File: src/rtl/bram_pkg.sv
// Shared definitions for the BRAM port B burst master: write-enable codes,
// BRAM read latency and the controller state encoding.
package bram_pkg;

  localparam logic [3:0] BRAM_WE_WRITE = 4'b0111;
  localparam logic [3:0] BRAM_WE_NONE  = 4'b0000;
  localparam int         BRAM_RD_LAT   = 2;

  typedef enum logic [1:0] {
    IDLE     = 2'd0,
    RD_ISSUE = 2'd1,
    RD_DRAIN = 2'd2,
    WR       = 2'd3
  } bram_state_t;

endpackage

File: src/rtl/bram_rd_fifo.sv
// Show-ahead read-return FIFO: the head entry is visible on 'head' while the
// FIFO is non-empty (zero otherwise); 'count' reports occupancy.
module bram_rd_fifo #(
  parameter int WIDTH = 33,
  parameter int DEPTH = 4
) (
  input  logic                       CLK,
  input  logic                       RSTN,
  input  logic                       push,
  input  logic [WIDTH-1:0]           push_data,
  input  logic                       pop,
  output logic [WIDTH-1:0]           head,
  output logic [$clog2(DEPTH+1)-1:0] count
);
  localparam int PTR_W = (DEPTH > 1) ? $clog2(DEPTH) : 1;
  localparam int CNT_W = $clog2(DEPTH + 1);
  localparam logic [PTR_W-1:0] LAST_PTR = PTR_W'(DEPTH - 1);

  logic [WIDTH-1:0] mem [DEPTH];
  logic [PTR_W-1:0] wptr_q, rptr_q;
  logic [CNT_W-1:0] cnt_q;

  // Storage array; entries are only visible through the count, so no reset
  always_ff @(posedge CLK) begin
    if (push) mem[wptr_q] <= push_data;
  end

  // Pointer and occupancy tracking, flushed by reset
  always_ff @(posedge CLK) begin
    if (!RSTN) begin
      wptr_q <= '0;
      rptr_q <= '0;
      cnt_q  <= '0;
    end else begin
      if (push) wptr_q <= (wptr_q == LAST_PTR) ? '0 : wptr_q + PTR_W'(1);
      if (pop)  rptr_q <= (rptr_q == LAST_PTR) ? '0 : rptr_q + PTR_W'(1);
      case ({push, pop})
        2'b10:   cnt_q <= cnt_q + CNT_W'(1);
        2'b01:   cnt_q <= cnt_q - CNT_W'(1);
        default: cnt_q <= cnt_q;
      endcase
    end
  end

  assign head  = (cnt_q == '0) ? '0 : mem[rptr_q];
  assign count = cnt_q;

endmodule

File: src/rtl/bram_burst_master.sv
// Burst initiator for a 32-bit BRAM port B with fixed 2-cycle read latency.
// Read bursts return data on a valid/ready stream through a small buffer;
// write bursts forward a valid/ready stream straight into the BRAM.
// Optional build macro BRAM_BYTE_ADDR_EN: drive addrb as a byte address
// (word address << 2) for byte-addressed BRAM controllers.
module bram_burst_master
  import bram_pkg::*;
#(
  parameter int ADDR_W     = 32,
  parameter int DATA_W     = 32,
  parameter int LEN_W      = 8,
  parameter int FIFO_DEPTH = 4
) (
  input  logic              CLK,
  input  logic              RSTN,
  input  logic              cmd_valid,
  output logic              cmd_ready,
  input  logic              cmd_write,
  input  logic [ADDR_W-1:0] cmd_addr,
  input  logic [LEN_W-1:0]  cmd_len,
  input  logic              wr_valid,
  output logic              wr_ready,
  input  logic [DATA_W-1:0] wr_data,
  output logic              rd_valid,
  input  logic              rd_ready,
  output logic [DATA_W-1:0] rd_data,
  output logic              rd_last,
  output logic              done,
  output logic              busy,
  output logic [ADDR_W-1:0] addrb,
  output logic [DATA_W-1:0] dinb,
  input  logic [DATA_W-1:0] doutb,
  output logic              enb,
  output logic [3:0]        web
);
  localparam int CNT_W = $clog2(FIFO_DEPTH + 1);
  localparam int SUM_W = CNT_W + 1;

  bram_state_t       state_q, state_d;
  logic [ADDR_W-1:0] addr_q;
  logic [LEN_W-1:0]  rem_q;
  logic              done_q, done_d;
  logic              vld_p0, vld_p1, last_p0, last_p1;
  logic              issue, wr_hs, cmd_hs, rd_hs, room;
  logic [CNT_W-1:0]  fifo_cnt;
  logic [DATA_W:0]   fifo_head;

  function automatic logic [ADDR_W-1:0] bram_addr(input logic [ADDR_W-1:0] word_addr);
`ifdef BRAM_BYTE_ADDR_EN
    return word_addr << 2;
`else
    return word_addr;
`endif
  endfunction

  // Issue only when the beat is guaranteed a buffer slot on return
  assign room   = (SUM_W'(fifo_cnt) + SUM_W'(vld_p0) + SUM_W'(vld_p1)) < SUM_W'(FIFO_DEPTH);
  assign cmd_hs = cmd_valid && cmd_ready;
  assign rd_hs  = rd_valid && rd_ready;

  // Next-state decode and BRAM/handshake outputs
  always_comb begin
    state_d   = state_q;
    done_d    = 1'b0;
    issue     = 1'b0;
    wr_hs     = 1'b0;
    cmd_ready = (state_q == IDLE) && RSTN;
    wr_ready  = (state_q == WR);
    case (state_q)
      IDLE: begin
        if (cmd_hs) begin
          if (cmd_len == '0) done_d  = 1'b1;
          else               state_d = cmd_write ? WR : RD_ISSUE;
        end
      end
      RD_ISSUE: begin
        if (room) begin
          issue = 1'b1;
          if (rem_q == LEN_W'(1)) state_d = RD_DRAIN;
        end
      end
      RD_DRAIN: begin
        if (!vld_p0 && !vld_p1 && fifo_cnt == '0) begin
          state_d = IDLE;
          done_d  = 1'b1;
        end
      end
      WR: begin
        if (wr_valid) begin
          wr_hs = 1'b1;
          if (rem_q == LEN_W'(1)) begin
            state_d = IDLE;
            done_d  = 1'b1;
          end
        end
      end
      default: state_d = IDLE;
    endcase
    enb   = (state_q == RD_ISSUE) || (state_q == RD_DRAIN) || wr_hs;
    addrb = enb ? bram_addr(addr_q) : '0;
    dinb  = wr_hs ? wr_data : '0;
    web   = wr_hs ? BRAM_WE_WRITE : BRAM_WE_NONE;
  end

  // Control state: FSM, done pulse and in-flight issue flags
  always_ff @(posedge CLK) begin
    if (!RSTN) begin
      state_q <= IDLE;
      done_q  <= 1'b0;
      vld_p0  <= 1'b0;
      vld_p1  <= 1'b0;
    end else begin
      state_q <= state_d;
      done_q  <= done_d;
      vld_p0  <= issue;
      vld_p1  <= vld_p0;
    end
  end

  // Burst address/length bookkeeping and last-beat tag following the flags
  always_ff @(posedge CLK) begin
    if (cmd_hs) begin
      addr_q <= cmd_addr;
      rem_q  <= cmd_len;
    end else if (issue || wr_hs) begin
      addr_q <= addr_q + ADDR_W'(1);
      rem_q  <= rem_q - LEN_W'(1);
    end
    // stage p0: beat issued to BRAM; stage p1: BRAM output registered
    last_p0 <= issue && (rem_q == LEN_W'(1));
    last_p1 <= last_p0;
  end

  bram_rd_fifo #(
    .WIDTH (DATA_W + 1),
    .DEPTH (FIFO_DEPTH)
  ) u_fifo (
    .CLK       (CLK),
    .RSTN      (RSTN),
    .push      (vld_p1),
    .push_data ({last_p1, doutb}),
    .pop       (rd_hs),
    .head      (fifo_head),
    .count     (fifo_cnt)
  );

  assign rd_valid = (fifo_cnt != '0);
  assign rd_data  = fifo_head[DATA_W-1:0];
  assign rd_last  = fifo_head[DATA_W];
  assign done     = done_q;
  assign busy     = (state_q != IDLE);

endmodule

File: config.mk
export PLATFORM = sky130hd
export DESIGN_NAME = bram_burst_master
export DESIGN_NICKNAME = d
export VERILOG_FILES = /design/src/rtl/bram_pkg.sv /design/src/rtl/bram_rd_fifo.sv /design/src/rtl/bram_burst_master.sv
export SDC_FILE = /design/constraint.sdc
export NUM_CORES = 1
export LEC_CHECK = 0
export CAP_MARGIN = 20
export CORE_UTILIZATION = 53
export DETAILED_ROUTE_END_ITERATION = 10
export PLACE_DENSITY = 0.85
export SYNTH_ARGS = -nofsm -noshare
export SYNTH_HDL_FRONTEND = slang
export SYNTH_SLANG_ARGS = --single-unit
File: constraint.sdc
create_clock -name CLK -period 5.55 [get_ports CLK]
set_clock_uncertainty 0.2 [all_clocks]
set_input_delay 1.11 -clock CLK [delete_from_list [all_inputs] [get_ports CLK]]
set_output_delay 1.11 -clock CLK [all_outputs]
set_load 0.03 [all_outputs]
[Word level (Yosys, flattened, before mapping)]
Memory sizes are Yosys's and may differ from the RTL's. A register that Yosys moved wholly into a read port is not among the register bits.
Cells that the tools add are included.
Operators by class
  $lt $le $gt $ge: 1
  eq/ne operators: 15
  add/sub/neg operators: 8
  reduce and logical (&&, ||, !) cells: 19
  mux-type cells: 34
Operator list (number)
  two-way mux 32 bit: 4
  two-way mux 33 bit: 1
  adder 32 x 1 -> 32 bit, second input constant: 1
  two-way mux 2 bit: 12
  two-way mux 8 bit: 2
  inequality test 2 bit, second input constant: 6
  two-way mux 1 bit: 11
  equality test 2 bit, second input constant: 5
  equality test 8 x 1 -> 1 bit, second input constant: 1
  logical NOT 8 bit: 1
  case mux 2 bit (4 select lines): 1
  subtractor 8 x 1 -> 8 bit, second input constant: 1
  AND reduction 7 bit: 1
  logical AND 1 bit: 6
  case mux 3 bit (2 select lines): 1
  nonzero test 2 bit: 3
  adder 2 x 1 -> 2 bit, second input constant: 2
  adder 3 x 1 -> 4 bit: 1
  adder 4 x 1 -> 4 bit: 1
  equality test 2 x 1 -> 1 bit, second input constant: 2
  < comparator 4 x 3 -> 1 bit, second input constant: 1
  adder 3 x 1 -> 3 bit, second input constant: 1
  logical NOT 3 bit: 1
  logical OR 1 bit: 3
  7 further kinds: 8
Storage, ports and cells
  output and inout bits: 107
  bits in writable memories: 132
  word-level logic and storage cells: 89
  memories kept: 1
  bits of input ports: 110
  bits in registers: 54
Memory list
  u_fifo.mem: words 4, bits a word 33, rd ports 1, clocked after Yosys merged registers in 1, wr ports 1, RTL line bram_rd_fifo.sv:19  | logic [WIDTH-1:0] mem [DEPTH];

[Longest topological paths before layout]
Gate-level depths: netlist of the first run.
  depth in word-level cells: 8
  depth in mapped cells: 10
  depth with buffers taken out: 9

[Cells and area by module]
Synthesis of the first run repeated with hierarchy kept, for this count alone.
Second synthesis, totals
  cells, all modules: 620
  area, all modules: 8734.6 µm²
Modules (own cells, without submodules)
  bram_rd_fifo: times used 1, cells each 255, area each 5499.0 µm², sequential area each 4144.0 µm²
  bram_burst_master: times used 1, cells each 365, area each 3235.6 µm², sequential area each 1341.3 µm²

[Worst setup path after synthesis of the first run]
OpenSTA, ideal clock, no wires.
  kind: input -> register
  start point: input port RSTN
  end point: register addr_q[0], enable pin
  setup slack: 1939 ps
  stages on the path: 4
  setup time: 633 ps
  required time: 4717 ps
  buffers on the path: 1
  arrival time: 2779 ps
  cell sequence: and2_1 -> nand2_1 -> clkbuf_1 -> nand3_1
On the way
  word-level cells in the longest chain between the ends: 3
RTL lines
  start, declared: RTL line bram_burst_master.sv:15  | input logic RSTN,
  logical AND 1 bit: RTL line bram_burst_master.sv:67  | cmd_ready = (state_q == IDLE) && RSTN;
  logical AND 1 bit: RTL line bram_burst_master.sv:58  | assign cmd_hs = cmd_valid && cmd_ready;
  nonzero test 2 bit (no line)
  end signal, assigned: RTL line bram_burst_master.sv:123  | addr_q <= cmd_addr;
  end signal, assigned: RTL line bram_burst_master.sv:126  | addr_q <= addr_q + ADDR_W'(1);
  end, declared: RTL line bram_burst_master.sv:40  | logic [ADDR_W-1:0] addr_q;
No other way between the ends.
A chain may end at the register's enable or synchronous reset.

==> metrics, run 1 <==
WL/cell=17.8 um; DRT Wirelength=18800 um; Hold EP=last_p1; largest net degree at the start of global routing=71; Worst R2R Path Depth=6; Die X=130 um; maxcap violations=0; vias in the first global route=5696; CP endpoint kind=output pin; Synth Area per Inst=13.8 um2; Yosys cell types=40; hold_sp=last_p0; Nets=954; reg-to-reg setup timing slack=3.02 ns; maximum VDD drop=0.000398 V; setup bufs post-CTS=0; slowest stage delay, CP=0.91 ns; crit path cell chain=buf_4, mux4_2, and2_1, clkdlybuf4s50_1; initial antenna violation count=0; # rows=46; count of pins over their slew limit=0; Final Instance Area=11500 um2; Post-CTS Hold Buffers=0; Hold Crit Class=flop to flop; Crit path max-delay family=buffers and inverters; top-area cell type share of the netlist area=59.9%; Critical Path AT=3.00 ns; unrepaired setup endpoints after global routing=no; global placer's final weighted congestion=0.889; ys flop type=edfxtp_1; Synth area leaders=edfxtp_1, mux4_2, dfxtp_1; DR vias/cell=5.44; YS warnings=0; Setup-failing EPs final=0; CTS tree=done; DRC viols=0; Die ar.=16800 um2; top post-synthesis cells by count=edfxtp_1, nand2_1, and2_1; Clock Path Buffers=2; dominant cell type by area after synthesis=edfxtp_1; Worst-Skew Late Latency=0.43 ns; Leak=3.94 nW; sequential share of the synthesized area=63.6%; power per cell area=425 nW/um2; Buf+Inv Stages, Crit Path=2; # placed instances=1023; Antenna Diode Count=0; Synth Register Bits=188; worst slew pin tran=1.04 ns; Post-Syn Nets=752; CTS clk-pin slew, worst paths=0.07 ns; clock sinks=188; crit path kind=flop to output pin; TritonRoute pass-1 iters=5; H-tree Lvls=4; layout cells sized above 1=10.2%; worst r2r dst=state_q[1]; Placement Cell Area=10900 um2; IO Port Bufs=215; WP data required=4.24 ns; Detailed Place HPWL=12600 um; core box area=15900 um2; area grow syn2layout=33.7%; Synth Instances=626; Post-Layout Cell Count=1057; Crit-path slowest cell=dfxtp_2; clock root cell=clkbuf_16; count leader, synth=edfxtp_1; initial core utilization=54.3%; Total GRT Usage=23.3%; Post-synth EDFFs=172; Setup TNS=0 ns; total number of vias=5751; grt total ovfl=0; post-cts sizing count=0; Design Power=4.90 mW; headroom to the max-slew limit=30.5%; drt first-iter violations=377; launch point of the worst reg-to-reg path=state_q[0]; first-pass GRT wire length=29200 um; period utilisation layout=77.6%; Async SR Flop Fraction=0%; CTS buffer count=17; ANT nets after route=0; status=completed; # IOs=217; critical path fanouts, max=25; die height=130 um; final hold violations=0; startpoint types=flop; fmax=232 MHz; Final min period=4.31 ns; Hold Crit Depth=0; Mapped Area=8620 um2
-- how the worst max path moves through the flow --
stage                         from           to  depth (start not counted)
after detailed placement  wr_valid    addrb[17]                          7
after CTS                     flop  rd_data[21]                          4
final                         flop  rd_data[17]                          4
after global placement    wr_valid     addrb[7]                          7
after global routing          flop   rd_data[0]                          4
after floorplan               RSTN    addr_q[0]                          4
-- registers in the layout, summed over array words and instances (netlist names), named ones only --
name           flops
u_fifo.count       3
done               1
last_p0            1
rem_q              8
addr_q            32
vld_p0             1
vld_p1             1
u_fifo.rptr_q      2
u_fifo.mem       132
u_fifo.wptr_q      2
state_q            2
last_p1            1
-- cell usage in the layout (no fill, tap or decap), drive strengths merged, types with 4 or more instances in the layout --
cell type	instances
and2	42
mux4	33
nor2	16
inv	24
a21oi	8
nand3	19
nor2b	33
xnor2	9
xor2	27
nor4	4
o21ai	36
and3	40
ha	15
edfxtp	172
dfxtp	16
nor3	7
clkbuf	17
buf	8
nand2	59
clkdlybuf4s50	215
clkinv	6
nand4	11
-- worst reg2reg max path: stages (launching register included) --
cell	delay (ns)
dfxtp_1	0.34
inv_1	0.13
ha_1	0.19
and3_2	0.88
a21oi_1	0.23
nor3_2	0.27
mux2i_1	0.22
-- metal layers --
layer  global-route usage, %  part of all wire, %  up-vias
li1                        -                    -     2705
met4                    7.52                 0.89        0
met2                    38.7                   50      240
met5                       0                    0        -
met1                    30.0                   42     2791
met3                    6.07                  7.5       15
-- per-stage QoR --
stage	setup WS (ns)	util, %	hold WS (ns)
finish	1.24	72.6	0.150
global route	1.03	72.6	0.151
CTS	1.13	72.3	0.146
detailed placement	1.26	68.8	0.133
global placement	1.33	68.8	0.135
floorplan	1.94	-	0.110
-- logic make-up (layout without fill, tap and decap cells) --
kind of cell / count (synthesis) / after routing / synth area share, %
xor gates and xnor gates: 36 / 36 / 3.66
adders and majority gates: 16 / 16 / 2.41
muxes: 36 / 36 / 8.97
buffers and inverters: 57 / 272 / 2.82
DFF: 188 / 188 / 63.6
other: 1 / 1 / 0.0435
and+or+nand+nor: 238 / 238 / 15.0
AOI/OAI and AO/OA: 54 / 54 / 3.43
-- area by class of cell --
type	instances	area, um2
fillers	1050	4360
clock buffers	17	425
multi-input cells	381	2910
inverters	17	63.8
clock inverters	15	131
repair buffers	223	2240
flip-flops and latches	188	5490
well taps	216	270
-- power by group --
group / internal (mW) / switching [mW] / total [mW]
registers: 1.81 / 0.219 / 2.03
logic: 0.770 / 0.965 / 1.74
clock network: 0.590 / 0.551 / 1.14
No activity file was read; power rests on OpenSTA's default activity.
==> inputs of run 2 (changes only) <==
Settings changed: CORE_UTILIZATION 53 to 50, PLACE_DENSITY 0.85 to 0.81.
Clock period 5.55 ns to 4 ns, I/O delays scaled along.
==> run 2 against run 1 <==
Register-to-register slack lost 1.7 ns. Die area rose by 5.9%. Sequential power is 36% higher. Total power rose by 41%. Count of clock-buffer cells in the layout did not move. Non-clock buffer count increased by 6. Global-route usage decreased by 0.86 points. Critical path depth unchanged. Flip-flop and latch count did not move. Utilization is 3.4 points lower. Worst setup slack got worse by 0.87 ns. Hold slack lost 0.016 ns.
==> metrics, run 2 (synthesis gave the netlist of run 1 again) <==
status=completed; Clock Path Buffers=2 (unchanged); # IOs=217 (unchanged); Worst R2R Path Depth=6 (unchanged); highest metal used=met4; drt first-iter violations=266 (-29%); Worst-Skew Late Latency=0.42 ns (about the same); Hold WS=0.135 ns (-0.0156 ns); TritonRoute pass-1 iters=5 (unchanged); CTS clk-pin slew, worst paths=0.06 ns (about the same); post-place setup slack=0.583 ns (-0.675 ns); Setup crit end=rd_data[15]; WL/cell=18.0 um (+1.4%); Crit path max-delay family=buffers and inverters; reg-to-reg setup timing slack=1.31 ns (-1.71 ns); Design Power=6.90 mW (+41%); Leak=4.05 nW (+2.9%); met2 wire len=9670 um (+3.7%); Crit-path slowest cell=clkdlybuf4s50_1; global placer's final weighted congestion=0.846 (-4.9%); total number of vias=5860 (+1.9%); startpoint types=flop; biggest regs=u_fifo.mem x132, addr_q x32, rem_q x8; vias in the first global route=6131 (+7.6%); M1 WL=7880 um (-0.10%); CTS buffer count=17 (unchanged); Util after Layout=69.2% (-3.4 points); initial core utilization=51.6% (-2.7 points); number of fill cells in the layout=1161 (+11%); fmax=276 MHz; Critical Path Stages=4 (unchanged); Setup TNS=0 ns (unchanged); Post-Layout Cell Count=1067 (+0.95%); most frequent cells in the layout=clkdlybuf4s50_1, edfxtp_1, nand2_1; WP data required=3.00 ns (-1.24 ns); unrepaired setup endpoints after global routing=no; count of pins over their slew limit=0 (unchanged); Antenna Diode Count=0 (unchanged); period utilisation layout=90.6%; DR vias/cell=5.49 (+0.94%); Setup-failing EPs final=0 (unchanged); die height=133 um (+2.9%); H-tree Lvls=4 (unchanged); core box area=16700 um2 (+5.1%); initial antenna violation count=0 (unchanged); Hold Crit Class=flop to flop; largest net degree at the start of global routing=59 (-17%); # rows=47 (+2.2%); slowest stage delay, CP=0.59 ns (-0.32 ns); headroom to the max-slew limit=39.3% (+8.8 points); final hold violations=0 (unchanged); power per cell area=597 nW/um2 (+40%); ANT nets after route=0 (unchanged); Die ar.=17800 um2 (+5.9%); Setup WS post-layout=0.375 ns (-0.867 ns); first-pass GRT wire length=30600 um (+4.7%); maxcap violations=0 (unchanged); met3 wire len=1450 um (+3.8%); launch point of the worst reg-to-reg path=state_q[0]; crit path kind=flop to output pin; CTS tree=done; CP endpoint kind=output pin; DRT Wirelength=19200 um (+2.3%); post-cts sizing count=0 (unchanged); maximum VDD drop=0.000524 V (+32%); Total GRT Usage=22.4% (-0.86 points); crit path cell chain=buf_4, mux4_2, and2_1, clkdlybuf4s50_1; clock root cell=clkbuf_16; commonest non-fill, non-tap cell in the layout=clkdlybuf4s50_1; worst r2r dst=addr_q[23]; Nets=960 (+0.63%); area grow syn2layout=34.1%; max FFs per register=132 (unchanged); Buf+Inv Stages, Crit Path=2 (unchanged); Placement Cell Area=10900 um2 (about the same); layout cells sized above 1=14.5% (+4.3 points); grt total ovfl=0 (unchanged); # placed instances=1034 (+1.1%); Detailed Place HPWL=13000 um (+3.1%); Reg with most FFs=u_fifo.mem; setup bufs post-CTS=0 (unchanged); critical path fanouts, max=12 (-52%); Die X=133 um (+2.9%); Final min period=3.63 ns; Critical Path AT=2.63 ns (-0.37 ns); Final Instance Area=11600 um2 (+0.24%); IO Port Bufs=215 (unchanged); worst slew pin tran=0.911 ns (-0.132 ns); clock sinks=188 (unchanged); Post-CTS Hold Buffers=0 (unchanged); DRC viols=0 (unchanged)
## run 2: changes by cell type in the layout (fill, tap and decap cells not counted), moves of 2 or more
cell,change
bufinv_16,+3
buf_4,+38
clkdlybuf4s50_1,-32
inv_8,-2
clkinv_4,-3
## run 2: layout make-up
type                            count  area [um2]  area share [%]
Sequential cell                   188        5490            47.5
Multi-Input combinational cell    381        2910            25.1
Timing Repair Buffer              229        2210            19.1
Clock buffer                       17         425            3.68
Tap cell                          220         275            2.38
Clock inverter                     15         189            1.63
Inverter                           17        63.8           0.552
## run 2: power breakdown
part	switching, mW	internal [mW]	total [mW]
sequential	0.255	2.51	2.76
combinational	1.39	1.01	2.41
clock	0.734	0.996	1.73
## run 2: worst min-delay path by stage
stage	from	endpoint	slack [ns]	depth (start not counted)
final	last_p0	last_p1	0.13	0
after global routing	last_p0	last_p1	0.14	0
after CTS	last_p0	last_p1	0.14	0
after detailed placement	last_p0	last_p1	0.12	0
after global placement	last_p0	last_p1	0.12	0
after floorplan	last_p0	last_p1	0.11	0
## run 2: per-layer routing
layer | GRT usage [%] | vias to the layer above
li1 | - | 2721
met1 | 27.6 | 2864
met2 | 38.9 | 251
met3 | 5.37 | 24
met4 | 7.32 | 0
met5 | 0 | -
==> inputs of run 3 (changes only) <==
Settings changed: CORE_UTILIZATION 50 to 63, DONT_BUFFER_PORTS set to 1, PLACE_DENSITY 0.81 to 0.79, TNS_END_PERCENT set to 20.
==> run 3 against run 2 <==
Maximum frequency up 9.7%. Die area down 20%. Hold slack worse by 0.0030 ns. Flip-flop and latch count unchanged. Total power down 5.2%. Routed wire length down 7.9%. Sequential share of layout area up 9.6 points. Via count down 12%. Utilization up 3.1 points. Count of clock-buffer cells in the layout up 2. Cell area down 17%. Critical path depth down 1. Critical endpoint is now rd_data[21].
==> metrics, run 3 (synthesis gave the netlist of run 1 again) <==
clock sinks=188 (unchanged); Die X=119 um (-11%); startpoint types=flop; number of fill cells in the layout=852 (-27%); # rows=42 (-11%); ANT nets after route=0 (unchanged); die height=119 um (-11%); core box area=13300 um2 (-20%); fmax=303 MHz (+9.7%); biggest regs=u_fifo.mem x132, addr_q x32, rem_q x8; Hold Crit Class=flop to flop; maximum VDD drop=0.000774 V (+48%); CTS clk-pin slew, worst paths=0.06 ns (about the same); Hold Crit Depth=0 (unchanged); register area=5490 um2 (about the same); drt first-iter violations=371 (+39%); Leak=3.34 nW (-18%); Critical Path AT=2.31 ns (-0.32 ns); max FFs per register=132 (unchanged); crit path kind=flop to output pin; global placer's final weighted congestion=0.931 (+10%); Crit path max-delay family=multiplexers; WL/cell=21.2 um (+18%); grt total ovfl=0 (unchanged); worst slew pin tran=0.882 ns (-0.0289 ns); WP data required=3.00 ns (about the same); Clock Path Buffers=2 (unchanged); maxcap violations=0 (unchanged); Total GRT Usage=26.6% (+4.2 points); DRC viols=0 (unchanged); initial antenna violation count=0 (unchanged); count of pins over their slew limit=0 (unchanged); TritonRoute pass-1 iters=5 (unchanged); critical path fanouts, max=27 (+15); power per cell area=681 nW/um2 (+14%); vias in the first global route=5206 (-15%); most frequent cells in the layout=edfxtp_1, nand2_1, buf_4; Final min period=3.31 ns (-0.320 ns); Setup TNS=0 ns (unchanged); Die ar.=14200 um2 (-20%); total number of vias=5138 (-12%); # IOs=217 (unchanged); Post-CTS Hold Buffers=0 (unchanged); largest net degree at the start of global routing=38 (-36%); CTS tree=done; area grow syn2layout=11.5%; Worst-Skew Late Latency=0.43 ns (about the same); headroom to the max-slew limit=41.2% (+1.9 points); Critical Path Stages=3 (-1); slowest stage delay, CP=0.59 ns (about the same); Reg with most FFs=u_fifo.mem; status=completed; clock root cell=clkbuf_16; CTS buffer count=17 (unchanged); DRT Wirelength=17700 um (-7.9%); Nets=773 (-19%); Worst R2R Path Depth=6 (unchanged); Setup-failing EPs final=0 (unchanged); initial core utilization=64.8% (+13 points); layout cells sized above 1=17.7% (+3.2 points); commonest non-fill, non-tap cell in the layout=edfxtp_1; Design Power=6.55 mW (-5.2%); H-tree Lvls=4 (unchanged); multi-input logic area=2910 um2 (unchanged); setup bufs post-CTS=0 (unchanged); final hold violations=0 (unchanged); crit path cell chain=buf_4, mux4_2, and2_1; period utilisation layout=82.6% (-8.0 points); Hold WS=0.132 ns (-0.00298 ns); DR vias/cell=6.15 (+12%); first-pass GRT wire length=27800 um (-9.1%); unrepaired setup endpoints after global routing=no; IO Port Bufs=0 (-100%); Crit-path slowest cell=mux4_2; CP endpoint kind=output pin; Antenna Diode Count=0 (unchanged); Detailed Place HPWL=11800 um (-9.4%); Buf+Inv Stages, Crit Path=1 (-1); post-cts sizing count=0 (unchanged)
run 3: cell types whose count changed in the layout (fill, tap and decap cells not counted), sizes merged:
cell | before | now
clkbuf | 17 | 19
clkdlybuf4s50 | 183 | 0
clkinv | 6 | 4
inv | 21 | 20
buf | 46 | 42
bufinv | 3 | 4
run 3: final cells by class:
class | instances | share of cell area, %
sequential | 188 | 57.1
multi-input combinational | 381 | 30.2
clock buffer | 19 | 4.50
timing repair buffer | 42 | 3.28
tap | 176 | 2.29
clock inverter | 13 | 1.97
inverter | 17 | 0.664
run 3: layer usage:
layer | routed length, um | share of wire [%] | GRT usage (%) | up-vias
met5 | 0 | 0 | 0 | -
met4 | 434 | 2.5 | 10.8 | 0
met3 | 1640 | 9.3 | 8.76 | 31
met2 | 9130 | 52 | 45.1 | 279
met1 | 6490 | 37 | 31.2 | 2493
li1 | - | - | - | 2335
run 3: stage by stage:
| stage | util, % | cell area, um2 | setup WS [ns] | instances |
|---|---|---|---|---|
| after global routing | 72.3 | 9610 | 0.546 | 836 |
| after CTS | 72.3 | 9610 | 0.621 | 836 |
| after floorplan | - | 8620 | 0.699 | 626 |
| after global placement | 67.6 | 8990 | 1.10 | 804 |
| final | 72.3 | 9610 | 0.695 | 836 |
| after detailed placement | 67.6 | 8990 | 1.05 | 804 |
run 3: worst paths after layout:
kind              startpoint     endpoint  slack (ns)
hold / removal       last_p0      last_p1        0.13
setup / recovery        flop  rd_data[21]        0.69
hold reg to reg      last_p0      last_p1        0.13
setup reg to reg  state_q[1]    addr_q[7]        1.17
run 3: report_power, final:
group / total (mW) / internal [mW] / switching, mW
clock: 1.76 / 1.05 / 0.704
sequential: 2.77 / 2.51 / 0.259
combinational: 2.02 / 0.695 / 1.33
total: 6.55 / 4.26 / 2.29
==> RTL edit, RTL diff (flow settings as in run 2) <==
The option `BRAM_BYTE_ADDR_EN` is turned on by a define.
--- a/src/rtl/bram_burst_master.sv
+++ b/src/rtl/bram_burst_master.sv
@@ -3,6 +3,8 @@
 // write bursts forward a valid/ready stream straight into the BRAM.
 // Optional build macro BRAM_BYTE_ADDR_EN: drive addrb as a byte address
 // (word address << 2) for byte-addressed BRAM controllers.
+`define BRAM_BYTE_ADDR_EN
+
 module bram_burst_master
   import bram_pkg::*;
 #(
Check against the original RTL: not equivalent (Yosys sat finds a counterexample within 4 cycles, from zero or initial values and one cycle with RSTN low).
==> RTL edit against run 2 <==
Wire length down 6.0%; setup slack worse by 130 ps; synthesized cell count down 0.96%; design area down 1.4%; synthesized area down 1.1%; clock power down 3%; critical path depth up 3; power down 2.1%; sequential share of layout area up 0.17 points; sequential cell count down 2; critical endpoint is now addrb[24]; largest power group unchanged; highest routed layer unchanged.
==> RTL edit: results (changes against run 2) <==
status finished clean; vias in the first global route 5713 (-6.8%); fillers 1138 (-2.0%); post-synthesis sequential area ratio 63.7% (about the same); first-pass GRT wire length 29000 um (-5.0%); total power 6.76 mW (-2.1%); Post-Synth Adder-Cell Area 2.44% (+0.027 points); top post-synthesis cells by count edfxtp_1, nand2_1, and2_1; IO Port Bufs 211 (-1.9%); top cells by area, synth edfxtp_1, mux4_2, dfxtp_1; Hold Worst Slack 164 ps (+29.0 ps); DP Area 0.0108 sq mm (-1.0%); slowest stage cell, crit path ha_1; Switch Pwr 2.36 mW (-1.1%); final wirelength 18100 um (-6.0%); Compound-Gate Fraction of Synth Area 3.27% (-0.15 points); gpl congestion 0.870 (+2.9%); Max stage delay on crit path 760 ps (+170 ps); Sequential Power Share 40.3% (+0.2 points); vias 5610 (-4.3%); Clock group 1.67 mW (-3%); Reg2Reg Setup Slack 880 ps (-430 ps); CP arrival 2760 ps (+130 ps); multiplexer share of the synthesized area 9.20% (+0.23 points); Worst-Margin Slew 957 ps (+47.0 ps); Worst VDD drop 0.000445 V (-15%); share of cells above drive strength 1 14.1% (-0.42 points); nets 950 (-1.0%); Yosys cell types 41 (+2.5%); GRT Util Overall 21.3% (-1.1 points); CP delay by family, top adder cells; crit path max fanout 35 (+23); First-pass DRT Iterations 4 (-1); Initial DRC Count 389 (+46%)
RTL edit: cell count changes after synthesis, sizes merged, moves of 3 or more:
cell and delta:
nand3 -6, xor2 -21, and3 -4, nand4 -7, and2 -3, inv +8
nor2b -11, nor4 +4, clkbuf -4, nor2 +15, nor3 +8, xnor2 +20
RTL edit: worst max-delay path by stage:
stage	to	slack, ps	cells past startpoint
5_1_grt	addrb[24]	50	7
2_1_floorplan	addr_q[0]$_DFFE_PP_	970	3
4_1_cts	addrb[24]	250	7
3_5_place_dp	addrb[24]	400	7
3_3_place_gp	addrb[24]	430	7
6_report	addrb[24]	240	7
RTL edit: area by class of cell:
| type | instances | area [sq um] | share of cell area [%] |
|---|---|---|---|
| Sequential cell | 186 | 5430 | 47.7 |
| Inverter | 26 | 97.6 | 0.857 |
| Clock buffer | 18 | 429 | 3.77 |
| Multi-Input combinational cell | 374 | 2850 | 25.0 |
| Timing Repair Buffer | 219 | 2160 | 18.9 |
| Tap cell | 220 | 275 | 2.42 |
| Clock inverter | 14 | 156 | 1.37 |
RTL edit: routing by layer:
layer  track usage, %  up-vias  routed length [um]  part of all wire, %
met1             27.4     2710                7760                   43
met5                0        -                   0                    0
met3             5.02       12                1110                  6.1
li1                 -     2676                   -                    -
met4             5.30        0                 139                 0.77
met2             36.4      212                9050                   50
RTL edit: cell families (layout without fill, tap and decap cells):
logic type | Yosys count | count (layout)
buf+inv | 62 | 277
simple gates | 232 | 232
compound gates | 51 | 51
xor+xnor | 35 | 35
mux | 37 | 37
flops | 186 | 186
fa+ha+maj | 16 | 16
other cells | 1 | 3
RTL edit: worst reg2reg max path, cell delays in order, from the launching register on:
cell and delay (ps):
dfxtp_1 400, nor3_1 120, inv_1 710, nand2_1 230
inv_1 130, ha_1 190, inv_1 60, fa_1 380
xor2_1 170, or3_1 310, a21oi_1 140
